## config.mk

```make
export PLATFORM = sky130hd
export DESIGN_NAME = id_ex_stage
export DESIGN_NICKNAME = d
export VERILOG_FILES = /design/src/rtl/id_ex_stage.sv
export SDC_FILE = /design/constraint.sdc
export NUM_CORES = 1
export LEC_CHECK = 0
export ABC_AREA = 1
export CAP_MARGIN = 20
export CORE_AREA = 4 4 127 129
export DETAILED_ROUTE_END_ITERATION = 7
export DIE_AREA = 0 0 131 133
export MAX_ROUTING_LAYER = met4
export PLACE_DENSITY = 0.79
export SETUP_SLACK_MARGIN = 0.2
export SLEW_MARGIN = 20
export SYNTH_ARGS = -nofsm -noshare
export SYNTH_HDL_FRONTEND = slang
export SYNTH_SLANG_ARGS = --single-unit
```

## constraint.sdc

```tcl
create_clock -name clk -period 1.8 [get_ports clk]
set_input_delay 0.36 -clock clk [delete_from_list [all_inputs] [get_ports clk]]
set_output_delay 0.36 -clock clk [all_outputs]
set_load 0.01 [all_outputs]
```

## src/rtl/id_ex_stage.sv

```systemverilog
// ID/EX pipeline register with load-use hazard detection and bubble counting.
// Optional write-back bypass into the captured operands is enabled by defining WB_BYPASS_EN.
module id_ex_stage #(
  parameter int CNT_W = 16
) (
  input  logic             clk,
  input  logic             rst,
  input  logic [31:0]      data1,
  input  logic [31:0]      data2,
  input  logic [4:0]       rs,
  input  logic [4:0]       rt,
  input  logic [4:0]       rd,
  input  logic [31:0]      imm,
  input  logic [8:0]       ctrlIn,
  input  logic             inValid,
  input  logic             flush,
  input  logic             hold,
  input  logic             wbRegWrite,
  input  logic [4:0]       wbWriteReg,
  input  logic [31:0]      wbWriteData,
  output logic [31:0]      data1Out,
  output logic [31:0]      data2Out,
  output logic [31:0]      immOut,
  output logic [4:0]       rsOut,
  output logic [4:0]       rtOut,
  output logic [4:0]       rdOut,
  output logic [8:0]       ctrlOut,
  output logic             valid,
  output logic             stall,
  output logic [CNT_W-1:0] bubbleCnt
);

  localparam int MEM_READ = 6;

  logic [31:0]      data1_q, data1_d;
  logic [31:0]      data2_q, data2_d;
  logic [31:0]      imm_q, imm_d;
  logic [4:0]       rs_q, rs_d;
  logic [4:0]       rt_q, rt_d;
  logic [4:0]       rd_q, rd_d;
  logic [8:0]       ctrl_q, ctrl_d;
  logic             valid_q, valid_d;
  logic [CNT_W-1:0] cnt_q, cnt_d;

  logic             stall_w;
  logic [31:0]      op1, op2;

  // A bubble carries valid=0, so it can never trigger a stall.
  assign stall_w = valid_q & ctrl_q[MEM_READ] & (rt_q != 5'd0) &
                   ((rt_q == rs) | (rt_q == rt)) & inValid & ~hold & ~flush;

`ifdef WB_BYPASS_EN
  logic wb_hit1, wb_hit2;
  assign wb_hit1 = wbRegWrite & (wbWriteReg != 5'd0) & (wbWriteReg == rs);
  assign wb_hit2 = wbRegWrite & (wbWriteReg != 5'd0) & (wbWriteReg == rt);
  assign op1     = wb_hit1 ? wbWriteData : data1;
  assign op2     = wb_hit2 ? wbWriteData : data2;
`else
  logic unused_wb;
  assign unused_wb = ^{wbRegWrite, wbWriteReg, wbWriteData};
  assign op1       = data1;
  assign op2       = data2;
`endif

  always_comb begin
    data1_d = data1_q;
    data2_d = data2_q;
    imm_d   = imm_q;
    rs_d    = rs_q;
    rt_d    = rt_q;
    rd_d    = rd_q;
    ctrl_d  = ctrl_q;
    valid_d = valid_q;
    cnt_d   = cnt_q;
    if (flush) begin
      ctrl_d  = 9'd0;
      valid_d = 1'b0;
    end else if (!hold) begin
      if (stall_w) begin
        ctrl_d  = 9'd0;
        valid_d = 1'b0;
        if (cnt_q != {CNT_W{1'b1}}) begin
          cnt_d = cnt_q + {{(CNT_W-1){1'b0}}, 1'b1};
        end
      end else begin
        data1_d = op1;
        data2_d = op2;
        imm_d   = imm;
        rs_d    = rs;
        rt_d    = rt;
        rd_d    = rd;
        ctrl_d  = inValid ? ctrlIn : 9'd0;
        valid_d = inValid;
      end
    end
  end

  always_ff @(posedge clk or negedge rst) begin
    if (!rst) begin
      data1_q <= 32'd0;
      data2_q <= 32'd0;
      imm_q   <= 32'd0;
      rs_q    <= 5'd0;
      rt_q    <= 5'd0;
      rd_q    <= 5'd0;
      ctrl_q  <= 9'd0;
      valid_q <= 1'b0;
      cnt_q   <= {CNT_W{1'b0}};
    end else begin
      data1_q <= data1_d;
      data2_q <= data2_d;
      imm_q   <= imm_d;
      rs_q    <= rs_d;
      rt_q    <= rt_d;
      rd_q    <= rd_d;
      ctrl_q  <= ctrl_d;
      valid_q <= valid_d;
      cnt_q   <= cnt_d;
    end
  end

  assign data1Out  = data1_q;
  assign data2Out  = data2_q;
  assign immOut    = imm_q;
  assign rsOut     = rs_q;
  assign rtOut     = rt_q;
  assign rdOut     = rd_q;
  assign ctrlOut   = ctrl_q;
  assign valid     = valid_q;
  assign stall     = stall_w;
  assign bubbleCnt = cnt_q;

endmodule

```

**Yosys cells after proc, flatten, opt, wreduce, memory -nomap -nowiden**

Cells that the tools add are included.

- Add/sub/neg operators: 1
- Multiply operators: 0
- Divide/modulo/power cells: 0
- Order comparisons: 0
- Eq/ne operators: 4
- Shift operators: 0
- Mux-type cells: 7
- Bitwise gates (word level): 10
- Reductions and logical operators: 3

Operators with widths:

| cell | number |
|---|---|
| $mux W9 | 4 |
| $add A16 B1 Y16 const B | 1 |
| $ne A16 B16 Y1 const B | 1 |
| $eq A5 B5 Y1 | 2 |
| $and A1 B1 Y1 | 6 |
| $reduce_bool A5 Y1 | 1 |
| $reduce_and A4 Y1 | 1 |
| $mux W1 | 3 |
| $not A1 Y1 | 3 |
| $reduce_and A3 Y1 | 1 |
| $ne A2 B2 Y1 const B | 1 |
| $or A1 B1 Y1 | 1 |

- Bits in registers: 137
- Latch bits: 0
- Memory bits (writable): 0
- Memory bits (read-only): 0
- Bits of input ports: 163
- Output and inout bits: 138
- Logic and storage cells: 34
- Memories: 0

**Longest topological paths before layout**

Gate-level depths: netlist (run 1).

- Depth after elaboration: 9
- Mapped depth: 12
- Mapped depth without buffers: 11

**Worst setup path before layout (run 1)**

No wires, ideal clock.

- Path type: reg-to-reg
- Start: register cnt_q[0] (netlist: bubbleCnt[0])
- End: register cnt_q[14] (netlist: bubbleCnt[14])
- Library setup time: 0.121 ns
- Arrival: 1.525 ns
- Data required time: 1.679 ns
- Path slack: 0.154 ns
- Stages on the path, launching flop included: 9
- Path buffers: 1
- Period minus slack after synthesis: 1.646 ns
- Cell sequence: dfrtp_1 -> ha_1 -> nand3_1 -> nor2_1 -> nand3_1 -> nand3_1 -> buf_4 -> o21ai_0 -> nand2_1

- Word-level cells in the longest chain between the ends: 2
- Elaborated cells on any way between the ends: 3
- Those cells by class: add/sub: 1; eq/ne: 1; reduce/logical: 1

Ends and longest elaborated chain:

| element | RTL line | RTL |
|---|---|---|
| start: declaration | 43 | `logic [CNT_W-1:0] cnt_q, cnt_d;` |
| start signal: assignment | 108 | `cnt_q <= {CNT_W{1'b0}};` |
| start signal: assignment | 118 | `cnt_q <= cnt_d;` |
| branches (longest 2 deep; another with $add A16 B1 Y16) | n/a |  |

Several ways; the timed one is not identified.
A chain may end at the register's enable or synchronous reset.

**Worst setup path after layout (run 1)**

- Start: input port rs[3]
- End: register imm_q[26] (netlist: immOut[26])

- Word-level cells in the longest chain between the ends: 8

Ends and longest elaborated chain:

| element | RTL line | RTL |
|---|---|---|
| start: declaration | 10 | `input logic [4:0] rs,` |
| $eq A5 B5 Y1 | 50 | `((rt_q == rs) \| (rt_q == rt)) & inValid & ~hold & ~flush;` |
| $or A1 B1 Y1 | 50 |  |
| $and A1 B1 Y1 | 49 | `assign stall_w = valid_q & ctrl_q[MEM_READ] & (rt_q != 5'd0) &` |
| $and A1 B1 Y1 (3 in series) | 50 |  |
| $not A1 Y1 (no line) | n/a |  |
| $reduce_and A3 Y1 (no line) | n/a |  |
| end signal: assignment | 112 | `imm_q <= imm_d;` |
| end: declaration | 37 | `logic [31:0] imm_q, imm_d;` |

Every way passes these cells.

==> impl_metrics.py, run 1 <==
metrics = {
    "status": {
        "status": "finished with violations",
        "failed_checks": "setup timing",
    },
    "synth": {
        "synth.ff_latch_count": 137,
        "syn_area_per_cell_um2": 8.45,
        "ys_seq_area_frac": 0.581,
        "yosys_warnings": 0,
        "synth_cells": 698,
        "syn_nets": 862,
        "synth_cell_types": 20,
        "syn_area_mm2": 0.00590,
    },
    "sta": {
        "maxSlewHeadroom": 0.740,
        "fin_crit_sh": 1.12,
        "finalSetupViolations": 121,
        "hold_violations": 0,
        "finalWorstSetupSlack_ns": -0.211,
        "skew_ns": 0.0122,
        "fin_crit_ns": 2.01,
        "rsz0062_at_grt": "yes",
        "worst_pin_slew_ns": 0.390,
        "drv_slew": 0,
        "fmax_mhz": 497,
    },
    "critical_path": {
        "path_buf_inv": 7,
        "cp_slowest_cell": "clkdlybuf4s50_1",
        "crit_required_ns": 2.09,
        "path_depth": 15,
        "critPathLaunchType": "input pin",
        "critPathLaunch": "rs[3]",
        "crit_arrival_ns": 2.30,
        "path_class": "input pin to flip-flop",
        "critPathMaxFanout": 6,
        "r2r-end": "immOut[26]$_DFFE_PN0P_",
        "crit_path_cell_trace": "clkdlybuf4s50_1, inv_1, nand2_1, nand2_1, nor2_2, nand3_2, nand2_2, nand2_4, buf_6, buf_12, buf_4, buf_12, buf_12, nand3_1, nand2_1",
        "timing.rr.start": "rtOut[3]$_DFFE_PN0P_",
        "critical-path-max-stage-delay_ns": 0.49,
        "rrSetupSlack_ns": -0.20,
        "path_delay_family": "buffers and inverters",
        "end_kind": "flip-flop",
        "worst-r2r-cell-count": 14,
    },
    "pwr": {
        "seq_power_share": 0.391,
        "p_comb_frac": 0.208,
        "internal_power_mw": 6.86,
        "p_sw_frac": 0.274,
        "powerDensity_mw_per_mm2": 839,
        "max-vdd-ir-drop_mv": 0.611,
        "pwr-share-clk": 0.401,
        "p_leak_nw": 5.76,
        "p_switching_mw": 2.58,
    },
    "floorplan": {
        "die_h_um": 133,
        "dieArea_mm2": 0.0174,
        "ios": 301,
        "start_util": 0.393,
        "coreArea_mm2": 0.0150,
        "core.rowCount": 45,
        "die_x_um": 131,
    },
    "final_layout": {
        "diodes": 0,
        "final_area_mm2": 0.0112,
        "syn_to_final_growth_pct": 90.6,
        "fin_cells": 1232,
        "drive_gt1_frac": 0.308,
        "final_util": 0.748,
        "final.fill_count": 959,
        "fin_nets": 1196,
    },
    "place": {
        "globalplace.congestion": 0.814,
        "io_buffers": 262,
        "dp_hpwl_um": 12700,
        "placed_cells": 1145,
        "place_area_mm2": 0.00887,
        "place_ws_ns": -0.611,
    },
    "clock_network": {
        "htree_levels": 4,
        "clk_path_buf_depth": 2,
        "cts_buffers": 17,
        "clk_pin_slew_ns": 0.07,
        "worstSkewPairLatency_ns": 0.41,
        "clkSinkCount": 137,
        "root_buffer": "clkbuf_16",
        "cts_tree": "yes",
    },
    "global_routing": {
        "grt_max_degree": 59,
        "grt_first_pass_wirelength_um": 32600,
        "grt_pass1_vias": 6236,
        "gr-usage-all-layers": 0.249,
        "overflow": 0,
        "grt_antenna_before_repair": 0,
    },
    "min_path": {
        "hp-class": "input pin to flip-flop",
        "hp-start": "rs[4]",
        "worstHoldEndpoint": "rsOut[4]$_DFFE_PN0P_",
        "hold_depth": 3,
    },
    "drt": {
        "vias_per_cell": 5.16,
        "drt_wl_total_um": 24100,
        "drc": 0,
        "first_pass_iters": 5,
        "drt_iter0_markers": 435,
        "avgRoutedWirePerCell_um": 19.6,
        "via_count": 6356,
        "ant_nets": 0,
    },
    "job": {
        "max_cap_violations": 0,
    },
}
synth_stat cells:
library cell | count | area (um2)
a21oi_1 | 3 | 15.0
buf_2 | 3 | 15.0
buf_4 | 8 | 60.1
buf_6 | 11 | 124
clkbuf_1 | 15 | 56.3
clkinv_1 | 1 | 3.75
dfrtp_1 | 137 | 3430
ha_1 | 1 | 12.5
inv_1 | 32 | 120
inv_2 | 5 | 18.8
nand2_1 | 290 | 1090
nand2_2 | 3 | 18.8
nand3_1 | 112 | 561
nand3b_1 | 4 | 30.0
nand4_1 | 8 | 50.1
nor2_1 | 32 | 120
nor2_2 | 2 | 12.5
nor3_1 | 4 | 20.0
o21ai_0 | 24 | 120
xnor2_1 | 3 | 26.3
worst min-delay path, cell delays in order:
cell	delay, ns
dlymetal6s2s_1	0.14
inv_1	0.09
o21ai_2	0.06
cell families after synthesis:
group / share of synthesized area
AO/OA/AOI/OAI: 0.0229
adder cells (fa/ha/maj): 0.00212
flip-flops: 0.581
XOR/XNOR: 0.00445
AND/OR/NAND/NOR: 0.322
buffers and inverters: 0.0674
state kept, by name, indices dropped and copies added (netlist names), 5 cells and up:
name,flops
immOut,32
rtOut,5
bubbleCnt,16
rdOut,5
data1Out,32
ctrlOut,9
rsOut,5
data2Out,32
power groups by stage:
| stage | clock network [mW] | logic, mW | registers, mW |
|---|---|---|---|
| floorplan | 0 | 0.421 | 3.80 |
| global placement | 0 | 1.73 | 3.65 |
| detailed placement | 0 | 1.76 | 3.65 |
| CTS | 3.80 | 1.72 | 3.59 |
| global route | 3.98 | 2.11 | 3.72 |
| finish | 3.78 | 1.97 | 3.69 |
cells in the final DEF (no fill, tap or decap), types with 3 or more instances in the layout:
master,count
nand2_1,181
dfrtp_1,131
dlygate4sd2_1,131
clkdlybuf4s50_1,120
nand3_1,76
nand2_2,70
nand2_4,41
nand3_2,33
buf_4,32
inv_1,28
clkbuf_16,23
buf_16,18
nor2_1,17
buf_12,17
o21ai_2,13
buf_6,12
nor2_2,11
inv_2,9
o21ai_1,9
nand4_1,8
nor2_4,6
dfrtp_2,6
buf_8,5
nand3_4,4
nand3b_1,4
bufinv_16,4
nor3_1,3
clkbuf_8,3
clkinv_2,3
dlymetal6s2s_1,3
clkdlybuf4s15_1,3
metal layers:
layer,vias up,global-route usage,routed length [um]
met5,-,-,0
met2,308,0.412,12300
met4,0,0.0697,841
li1,2903,-,-
met3,61,0.0630,1830
met1,3084,0.299,9100
cell type report:
cell class	instances	area, um2	share of cell area
Timing Repair Buffer	351	3880	0.345
Sequential cell	137	3440	0.305
Multi-Input combinational cell	487	2920	0.260
Clock buffer	20	467	0.0415
Tap cell	188	235	0.0209
Clock inverter	11	169	0.0150
Inverter	38	143	0.0127
worst max path at each step:
stage                                          to  slack, ns
after floorplan                             stall       0.20
after global placement                      stall      -0.58
after detailed placement  data1Out[4]$_DFFE_PN0P_      -0.61
after CTS                                   stall      -0.12
after global routing       immOut[16]$_DFFE_PN0P_      -0.31
final                      immOut[26]$_DFFE_PN0P_      -0.21
what timing repair did:
action                                  CTS  global route
setup buffers                            23             8
resized for setup                       234           236
endpoints found under the setup margin  271           143
pin swaps                                 9            41
gates cloned                             18             6
hold endpoints to repair                 28             0
hold buffers                              1             0
stage by stage:
| stage | TNS (ns) | power (mW) | hold slack [ns] |
|---|---|---|---|
| 3_5_place_dp | -70.96 | 5.41 | 0.286 |
| 3_3_place_gp | -67.81 | 5.37 | 0.290 |
| 6_report | -17.35 | 9.44 | 0.273 |
| 4_1_cts | -7.76 | 9.11 | 0.428 |
| 2_1_floorplan | 0 | 4.22 | 0.0644 |
| 5_1_grt | -31.15 | 9.81 | 0.274 |
Power figures use the tool's default switching activity.
==> run 2: changes to the inputs <==
Settings changed: MAX_ROUTING_LAYER met4 to not set, RECOVER_POWER set to 25.
==> run 2 against run 1 <==
  * The run still ends with setup timing left
  * Global-route usage down 0.74 points
  * Design area down 1.8%
  * Final cell count down 0.16%
  * Non-clock buffer count down 3
  * Power down 0.76%
  * Sequential share of layout area up 0.55 points
  * Clock skew about the same
  * Clock power about the same
  * Die area unchanged
  * Worst hold slack worse by 0.014 ns
  * Setup slack better by 0.044 ns
  * Register-to-register slack better by 0.05 ns
  * Largest power group unchanged
  * Highest routed layer unchanged
==> impl_metrics.py, run 2 (synthesis gave the netlist of run 1 again) <==
metrics = {
    "status": {
        "status": "finished with violations",
        "failed_checks": "setup timing",
    },
    "floorplan": {
        "core.rowCount": 45,
        "coreArea_mm2": 0.0150,
        "ios": 301,
        "dieArea_mm2": 0.0174,
        "start_util": 0.393,
        "die_x_um": 131,
        "die_h_um": 133,
    },
    "drt": {
        "via_count": 6248,
        "vias_per_cell": 5.08,
        "drc": 0,
        "first_pass_iters": 5,
        "ant_nets": 0,
        "drt_iter0_markers": 440,
        "drt_wl_total_um": 22800,
        "avgRoutedWirePerCell_um": 18.6,
    },
    "critical_path": {
        "critPathLaunchType": "input pin",
        "r2r-end": "data2Out[31]$_DFFE_PN0P_",
        "critPathMaxFanout": 7,
        "crit_arrival_ns": 2.32,
        "path_class": "input pin to flip-flop",
        "timing.rr.start": "rtOut[3]$_DFFE_PN0P_",
        "crit_required_ns": 2.15,
        "rrSetupSlack_ns": -0.15,
        "worst-r2r-cell-count": 13,
        "critPathLaunch": "inValid",
        "end_kind": "flip-flop",
        "crit_path_end": "data2Out[24]$_DFFE_PN0P_",
    },
    "pwr": {
        "p_leak_nw": 5.68,
        "max-vdd-ir-drop_mv": 0.606,
        "powerDensity_mw_per_mm2": 848,
        "power_mw": 9.37,
    },
    "sta": {
        "fmax_mhz": 508,
        "maxSlewHeadroom": 0.416,
        "holdWs_ns": 0.259,
        "drv_slew": 0,
        "rsz0062_at_grt": "yes",
        "finalSetupViolations": 117,
        "worst_pin_slew_ns": 0.877,
        "fin_crit_ns": 1.97,
        "fin_crit_sh": 1.09,
        "hold_violations": 0,
        "finalWorstSetupSlack_ns": -0.168,
        "skew_ns": 0.0117,
    },
    "place": {
        "placed_cells": 1145,
        "place_area_mm2": 0.00887,
        "dp_hpwl_um": 12700,
        "globalplace.congestion": 0.802,
        "io_buffers": 262,
    },
    "final_layout": {
        "fin_cells": 1230,
        "fin_nets": 1193,
        "drive_gt1_frac": 0.294,
        "layout_commonest_cell": "nand2_1",
        "mostFrequentLayoutCells": "nand2_1, dfrtp_1, dlygate4sd2_1",
        "final_area_mm2": 0.0110,
        "syn_to_final_growth_pct": 87.2,
    },
    "clock_network": {
        "cts_tree": "yes",
        "clk_path_buf_depth": 2,
        "root_buffer": "clkbuf_16",
        "worstSkewPairLatency_ns": 0.41,
        "htree_levels": 4,
        "clkSinkCount": 137,
        "cts_buffers": 17,
        "clk_pin_slew_ns": 0.06,
    },
    "job": {
        "max_cap_violations": 0,
    },
    "global_routing": {
        "overflow": 0,
        "grt_antenna_before_repair": 1,
        "grt_max_degree": 59,
        "gr-usage-all-layers": 0.241,
        "grt_first_pass_wirelength_um": 32700,
        "grt_pass1_vias": 6233,
    },
    "min_path": {
        "hp-class": "input pin to flip-flop",
    },
}
==> run 2: cell count changes in the layout (fill, tap and decap cells not counted), moves of 3 or more <==
cell	delta
nand3_2	-10
nand3_1	+11
nand2_1	-7
clkbuf_16	-3
buf_8	+3
o21ai_2	-5
buf_12	-6
nand2_2	+8
o21ai_0	+4
==> run 2: final cells by class <==
type | count | area [um2]
Tap cell | 188 | 235
Inverter | 38 | 143
Antenna cell | 1 | 2.50
Clock inverter | 11 | 169
Timing Repair Buffer | 348 | 3760
Multi-Input combinational cell | 487 | 2840
Clock buffer | 20 | 467
Fill cell | 1004 | 3990
Sequential cell | 137 | 3440
==> run 2: worst min-delay path by stage <==
stage | startpoint | end | slack [ns] | cells after the start
CTS | rst | immOut[10]$_DFFE_PN0P_ | 0.43 | 2
floorplan | rst | bubbleCnt[0]$_DFFE_PN0P_ | 0.06 | 0
global placement | rst | data2Out[19]$_DFFE_PN0P_ | 0.29 | 1
global route | rs[1] | rsOut[1]$_DFFE_PN0P_ | 0.27 | 3
detailed placement | rst | data2Out[19]$_DFFE_PN0P_ | 0.29 | 1
finish | rs[4] | rsOut[4]$_DFFE_PN0P_ | 0.26 | 3
==> run 2: repair_timing <==
| action | 4_1_cts | 5_1_grt |
|---|---|---|
| hold endpoints to repair | 28 | 0 |
| hold buffers | 1 | 0 |
| gates cloned | 18 | 3 |
| setup endpoints to repair | 271 | 143 |
| pin swaps | 9 | 29 |
| gates resized for setup | 234 | 217 |
| setup buffers | 23 | 8 |
==> run 2: metrics by stage <==
| stage | TNS, ns | utilization | setup slack (ns) |
|---|---|---|---|
| after floorplan | 0 | - | 0.202 |
| after global placement | -67.81 | 0.590 | -0.584 |
| after detailed placement | -70.96 | 0.590 | -0.611 |
| after CTS | -7.76 | 0.686 | -0.124 |
| after global routing | -26.02 | 0.735 | -0.292 |
| final | -11.27 | 0.735 | -0.168 |
==> run 2: layer usage <==
| layer | up-vias | part of all wire | global-route usage |
|---|---|---|---|
| met5 | - | 0 | 0 |
| met1 | 3019 | 0.38 | 0.288 |
| met3 | 47 | 0.085 | 0.0779 |
| li1 | 2896 | - | - |
| met2 | 286 | 0.51 | 0.412 |
| met4 | 0 | 0.027 | 0.0697 |
==> run 2: report_power, final <==
| part | leakage (nW) | total [mW] | switching, mW | internal, mW |
|---|---|---|---|---|
| clock network | 0.312 | 3.76 | 1.34 | 2.42 |
| registers | 1.71 | 3.68 | 0.274 | 3.41 |
| logic | 3.66 | 1.92 | 0.910 | 1.01 |
==> run 2: worst max-delay path: stages <==
cell             delay [ns]
clkdlybuf4s50_1        0.46
inv_1                  0.04
nor2_1                 0.14
nand4_1                0.15
nor2_2                 0.21
nand2_4                0.08
buf_6                  0.12
buf_12                 0.14
nand2_8                0.10
buf_8                  0.15
buf_12                 0.11
buf_16                 0.13
nand2_1                0.05
nand2_1                0.06
